<file path="src/rtl/fpu_mant_mul_pkg.sv">
// rtl/fpu_mant_mul_pkg.sv - shared types and constants for the Sol-1 FPU mantissa multiplier (package pa_fpu)
package pa_fpu;

    // Operand widths used when instantiating the multiplier.
    localparam int MANT_W_SP = 24;
    localparam int MANT_W_DP = 53;

    // Multiplier control states.
    typedef enum logic [2:0] {
        mmul_idle_st         = 3'd0,
        mmul_start_st        = 3'd1,
        mmul_iter_st         = 3'd2,
        mmul_result_set_st   = 3'd3,
        mmul_result_valid_st = 3'd4
    } e_mmul_states;

    // Number of multiplier chunks of bpc bits needed to cover mant_w bits.
    function automatic int mmul_num_chunks(input int mant_w, input int bpc);
        return (mant_w + bpc - 1) / bpc;
    endfunction

endpackage

</file>
<file path="src/rtl/fpu_mant_mul_step.sv">
// rtl/fpu_mant_mul_step.sv - one radix-2^BITS_PER_CYCLE shift-add step: P_next = (P << BPC) + a * chunk
module fpu_mant_mul_step #(
    parameter int MANT_W         = 24,
    parameter int BITS_PER_CYCLE = 1
) (
    input  logic [2*MANT_W-1:0]                i_p,
    input  logic [MANT_W-1:0]                  i_a,
    input  logic [BITS_PER_CYCLE-1:0]          i_chunk,
    output logic [2*MANT_W+BITS_PER_CYCLE-1:0] o_p
);

    localparam int ACC_W = 2*MANT_W + BITS_PER_CYCLE;

    // Before any step the running product is below 2^(2*MANT_W), so only the
    // low 2*MANT_W accumulator bits need to enter the step.
    logic [ACC_W-1:0] w_shifted;
    logic [ACC_W-1:0] w_partial;

    assign w_shifted = ACC_W'(i_p) << BITS_PER_CYCLE;
    assign w_partial = ACC_W'(i_a) * ACC_W'(i_chunk);
    assign o_p       = w_shifted + w_partial;

endmodule

</file>
<file path="src/rtl/fpu_mant_mul.sv">
// rtl/fpu_mant_mul.sv - sequential unsigned mantissa multiplier; optional early exit via FPU_MUL_EARLY_EXIT_EN
module fpu_mant_mul
    import pa_fpu::*;
#(
    parameter int MANT_W         = MANT_W_SP,
    parameter int BITS_PER_CYCLE = 1
) (
    input  logic                  clk,
    input  logic                  arst_n,
    input  logic                  start_i,
    input  logic                  abort_i,
    input  logic [MANT_W-1:0]     a_i,
    input  logic [MANT_W-1:0]     b_i,
    input  logic                  ack_i,
    output logic                  busy_o,
    output logic                  valid_o,
    output logic [2*MANT_W-1:0]   product_o,
    output logic                  zero_o
);

    localparam int BPC   = BITS_PER_CYCLE;
    localparam int N     = mmul_num_chunks(MANT_W, BPC);
    localparam int NB    = N * BPC;
    localparam int ACC_W = 2*MANT_W + BPC;
    localparam int CNT_W = $clog2(N + 1);

    e_mmul_states        r_state;
    e_mmul_states        w_next_state;
    logic [MANT_W-1:0]   r_a;
    logic [NB-1:0]       r_b;
    logic [ACC_W-1:0]    r_p;
    logic [CNT_W-1:0]    r_cnt;
    logic [2*MANT_W-1:0] r_product;
    logic                r_zero;

    logic [BPC-1:0]      w_chunk;
    logic [NB-1:0]       w_b_shifted;
    logic [ACC_W-1:0]    w_p_next;
    logic [ACC_W-1:0]    w_final;

    // The multiplier register keeps unprocessed chunks left-aligned, so the
    // next chunk is always the top BPC bits and "rest is zero" is a plain compare.
    assign w_chunk     = r_b[NB-1 -: BPC];
    assign w_b_shifted = r_b << BPC;

    fpu_mant_mul_step #(
        .MANT_W         (MANT_W),
        .BITS_PER_CYCLE (BPC)
    ) u_step (
        .i_p     (r_p[2*MANT_W-1:0]),
        .i_a     (r_a),
        .i_chunk (w_chunk),
        .o_p     (w_p_next)
    );

`ifdef FPU_MUL_EARLY_EXIT_EN
    localparam int SH_W = $clog2(NB + 1);
    logic [SH_W-1:0] w_shamt;

    // Chunks skipped by an early exit are all zero, so the final product is the
    // partial product scaled by the skipped chunk positions.
    assign w_shamt = SH_W'(r_cnt) * SH_W'(BPC);
    assign w_final = r_p << w_shamt;
`else
    assign w_final = r_p;
`endif

    // State register.
    always_ff @(posedge clk or negedge arst_n) begin
        if (!arst_n) begin
            r_state <= mmul_idle_st;
        end else begin
            r_state <= w_next_state;
        end
    end

    // Next-state logic; abort overrides everything and returns to idle.
    always_comb begin
        w_next_state = r_state;
        if (abort_i) begin
            w_next_state = mmul_idle_st;
        end else begin
            case (r_state)
                mmul_idle_st: begin
                    if (start_i) begin
                        w_next_state = mmul_start_st;
                    end
                end
                mmul_start_st: begin
`ifdef FPU_MUL_EARLY_EXIT_EN
                    if (r_b == '0) begin
                        w_next_state = mmul_result_set_st;
                    end else begin
                        w_next_state = mmul_iter_st;
                    end
`else
                    w_next_state = mmul_iter_st;
`endif
                end
                mmul_iter_st: begin
                    if (r_cnt == CNT_W'(1)) begin
                        w_next_state = mmul_result_set_st;
`ifdef FPU_MUL_EARLY_EXIT_EN
                    end else if (w_b_shifted == '0) begin
                        w_next_state = mmul_result_set_st;
`endif
                    end
                end
                mmul_result_set_st: begin
                    w_next_state = mmul_result_valid_st;
                end
                mmul_result_valid_st: begin
                    if (ack_i) begin
                        w_next_state = mmul_idle_st;
                    end
                end
                default: begin
                    w_next_state = mmul_idle_st;
                end
            endcase
        end
    end

    // Operand capture, accumulation and result registration; frozen on abort.
    always_ff @(posedge clk or negedge arst_n) begin
        if (!arst_n) begin
            r_a       <= '0;
            r_b       <= '0;
            r_p       <= '0;
            r_cnt     <= '0;
            r_product <= '0;
            r_zero    <= 1'b0;
        end else if (!abort_i) begin
            case (r_state)
                mmul_idle_st: begin
                    if (start_i) begin
                        r_a   <= a_i;
                        r_b   <= NB'(b_i);
                        r_p   <= '0;
                        r_cnt <= CNT_W'(N);
                    end
                end
                mmul_iter_st: begin
                    r_p   <= w_p_next;
                    r_b   <= w_b_shifted;
                    r_cnt <= r_cnt - CNT_W'(1);
                end
                mmul_result_set_st: begin
                    r_product <= w_final[2*MANT_W-1:0];
                    r_zero    <= (w_final == '0);
                end
                default: begin
                end
            endcase
        end
    end

    assign busy_o    = (r_state != mmul_idle_st);
    assign valid_o   = (r_state == mmul_result_valid_st);
    assign product_o = r_product;
    assign zero_o    = r_zero;

endmodule

</file>
<file path="config.mk">
export PLATFORM = sky130hd
export DESIGN_NAME = fpu_mant_mul
export DESIGN_NICKNAME = d
export VERILOG_FILES = /design/src/rtl/fpu_mant_mul_pkg.sv /design/src/rtl/fpu_mant_mul_step.sv /design/src/rtl/fpu_mant_mul.sv
export SDC_FILE = /design/constraint.sdc
export NUM_CORES = 1
export LEC_CHECK = 0
export BUFFER_PORTS_ARGS = -buffer_cell sky130_fd_sc_hd__buf_2
export CORE_ASPECT_RATIO = 2
export CORE_MARGIN = 2
export CORE_UTILIZATION = 40
export CTS_CLUSTER_SIZE = 14
export DETAILED_ROUTE_END_ITERATION = 12
export GPL_TIMING_DRIVEN = 0
export PLACE_DENSITY_LB_ADDON = 0.05
export RECOVER_POWER = 25
export SLEW_MARGIN = 5
export SYNTH_ARGS = -nofsm -noshare
export SYNTH_HDL_FRONTEND = slang
export SYNTH_HIERARCHICAL = 1
export SYNTH_SLANG_ARGS = --single-unit
</file>
<file path="constraint.sdc">
create_clock -name clk -period 3.5 [get_ports clk]
set_input_delay 0.35 -clock clk [delete_from_list [all_inputs] [get_ports clk]]
set_output_delay 0.35 -clock clk [all_outputs]
set_load 0.03 [all_outputs]
</file>
==> out/qor.yml <==
avgViaCountPerCell: 5.24
ios: 104
hold_viol_final: 0
cts_made_buffers: 17
synth_area_leaders: "dfrtp_1 46%, mux2_2 16%, mux2i_1 5.8%"
drv_slew: 63
slew_headroom_pct: -6.24
slowest_stage: "dfrtp_2"
area_delta_synth_final_pct: 18.1
syn-instance-count: 781
leakagePower_nw: 4.82
yosys.cell_types.count: 54
worst_hold_slack_ns: 0.137
period_share_pct: 92.8
clock_sinks: 154
synthArstFlopShare_pct: 100
grt_pass1_vias: 6597
path_class: "reg -> reg"
yosys_warnings: 6
fillCellCount: 2002
coreArea_um2: 20800
clock_power_share_pct: 35.6
cts_tree: "done"
first_pass_iters: 4
crit_required_ns: 3.86
track_usage_pct: 19.8
pwr-share-comb_pct: 23.3
fin_worst_skew_ns: 0.0117
cpPeakStageDelay_ns: 0.45
switching_share_pct: 30.3
grt.overflow.total: 0
yosys.area.top_type: "dfrtp_1"
final_common_cell: "dfrtp_1"
portBuffers: 103
crit_fanout: 10
tightest_slew_ns: 1.59
nNetsFinal: 985
ys_ff_latch: 154
seq_power_share_pct: 41.1
cp-end-kind: "flop"
cts_root_buf: "clkbuf_16"
mostFrequentLayoutCells: "153 x dfrtp_1, 124 x buf_2, 118 x mux2_2"
wl_per_cell_um: 17.5
wl_um: 20800
path_clk_slew_ns: 0.06
syn_area_um2: 8430
finalSetupTns_ns: 0
ant_nets: 0
power_switching_mw: 1.62
powerDensity_nw_per_um2: 535
insertedDiodeCount: 0
yosysTopAreaCellShare_pct: 45.7
clockBufferDepth: 2
drv_cap: 1
drt_iter0_markers: 240
crit_chain: "clkbuf_4 -> and2_1 -> ha_1 -> fa_1 -> a211oi_1 -> o21bai_1 -> a21oi_2 -> o41a_1 -> a21bo_2 -> nor2_1 -> xor2_1 -> nand2_1 -> mux2i_1"
start_util_pct: 40.5
synth.avg_cell_area_um2: 10.8
die_y_um: 209
vias: 6220
gp_congestion: 0.886
status: "finished with violations"
setup_viol_count_final: 0
crit_path_start_kind: "flop"
ir_drop_uv: 323
die-area_um2: 22300
htree_levels: 4
grt_pass1_wl_um: 34100
violations: "max-capacitance violations, max-slew violations"
synth_seq_area_share_pct: 45.7
clock_latency_ns: 0.44
arrival_ns: 3.61
fmax_mhz: 308
antenna_found_initial: 0
rows: 75
period_needed_ns: 3.25
ys.flop_type: "dfrtp_1"
die_w_um: 107
min_path_type: "in -> reg"
syn_nets: 860
synth_edf_count: 0
p_int_mw: 3.71
dp_hpwl_um: 15900
drc: 0
drive_above_1_share_pct: 31.8
grt_max_degree: 93
-- cells by family after synthesis --
family	Yosys count	synth area share [%]
mux	167	21.6
simple gates	205	12.6
xor+xnor	46	4.78
buf+inv	99	4.88
fa+ha+maj	26	3.95
compound gates	84	6.51
flops	154	45.7
-- cells in the mapped netlist (15+ instances only) --
master	number
nand2_1	75
nand4_1	17
buf_2	23
and2_1	25
dfrtp_1	154
mux2_2	118
nor2_1	24
a21oi_1	22
inv_1	59
xnor2_1	32
mux2i_1	49
nand3_1	15
ha_1	25
-- state kept, by name, indices dropped and copies added (netlist names) --
register,cells
r_p,49
product_o,48
r_a,24
r_b,24
r_cnt,5
r_state,3
zero_o,1
-- worst paths after layout --
check | start | end | slack [ns] | depth (start not counted)
setup reg to reg | r_b[23]$_DFFE_PN0P_ | r_p[37]$_DFFE_PN0P_ | 0.25 | 13
hold / removal | a_i[2] | r_a[2]$_DFFE_PN0P_ | 0.14 | 2
setup / recovery | r_b[23]$_DFFE_PN0P_ | r_p[37]$_DFFE_PN0P_ | 0.25 | 13
min in group asynchronous | arst_n | product_o[36]$_DFFE_PN0P_ | 0.83 | 2
hold reg to reg | r_a[5]$_DFFE_PN0P_ | r_a[5]$_DFFE_PN0P_ | 0.50 | 1
max in group asynchronous | arst_n | r_a[10]$_DFFE_PN0P_ | 1.53 | 3
-- repair_timing --
| item | 4_1_cts | 5_1_grt |
|---|---|---|
| pin swaps | 0 | 1 |
| setup buffers | 0 | 2 |
| setup endpoints to repair | 15 | 22 |
| hold endpoints to repair | 62 | 0 |
| hold buffers | 1 | 0 |
| gates resized for setup | 3 | 6 |
-- power by group through the flow --
stage | logic (mW) | clock network, mW | registers [mW]
after floorplan | 0.811 | 0 | 2.26
after global placement | 1.22 | 0 | 2.21
after detailed placement | 1.24 | 0 | 2.22
after CTS | 1.25 | 1.95 | 2.19
after global routing | 1.38 | 2.02 | 2.23
final | 1.24 | 1.90 | 2.19
-- critical path, delay by kind of cell, from the launching register on --
kind / cells / cell delay, ns
compound gates: 5 / 1.27
fa+ha+maj: 2 / 0.64
flops: 1 / 0.45
simple gates: 3 / 0.32
buf+inv: 1 / 0.21
xor+xnor: 1 / 0.14
mux: 1 / 0.13
-- metal layers --
metal	routed length [um]	vias to the layer above	track usage [%]
li1	-	2959	-
met1	8210	3106	22.1
met2	11300	123	35.5
met3	697	32	4.44
met4	593	0	8.15
met5	0	-	0
-- layout make-up --
class,instances,area (um^2),share of cell area [%]
Timing Repair Buffer,107,568,5.70
Buffer,39,189,1.90
Clock inverter,12,148,1.48
Multi-Input combinational cell,528,4190,42.0
Clock buffer,20,457,4.58
Tap cell,269,337,3.38
Inverter,59,221,2.22
Sequential cell,154,3850,38.7
-- through the flow --
stage               total power, mW  cell area (um^2)  std cells  setup slack, ns  utilization, %
detailed placement             3.47              9320       1154           -0.196            44.7
finish                         5.33              9960       1188            0.254            47.8
floorplan                      3.07              8430        781            0.692               -
global placement               3.43              9280       1153           -0.199            44.6
CTS                            5.40              9950       1187           0.0250            47.8
global route                   5.63              9960       1188         -0.00288            47.8
(Power assumes the default switching activity.)
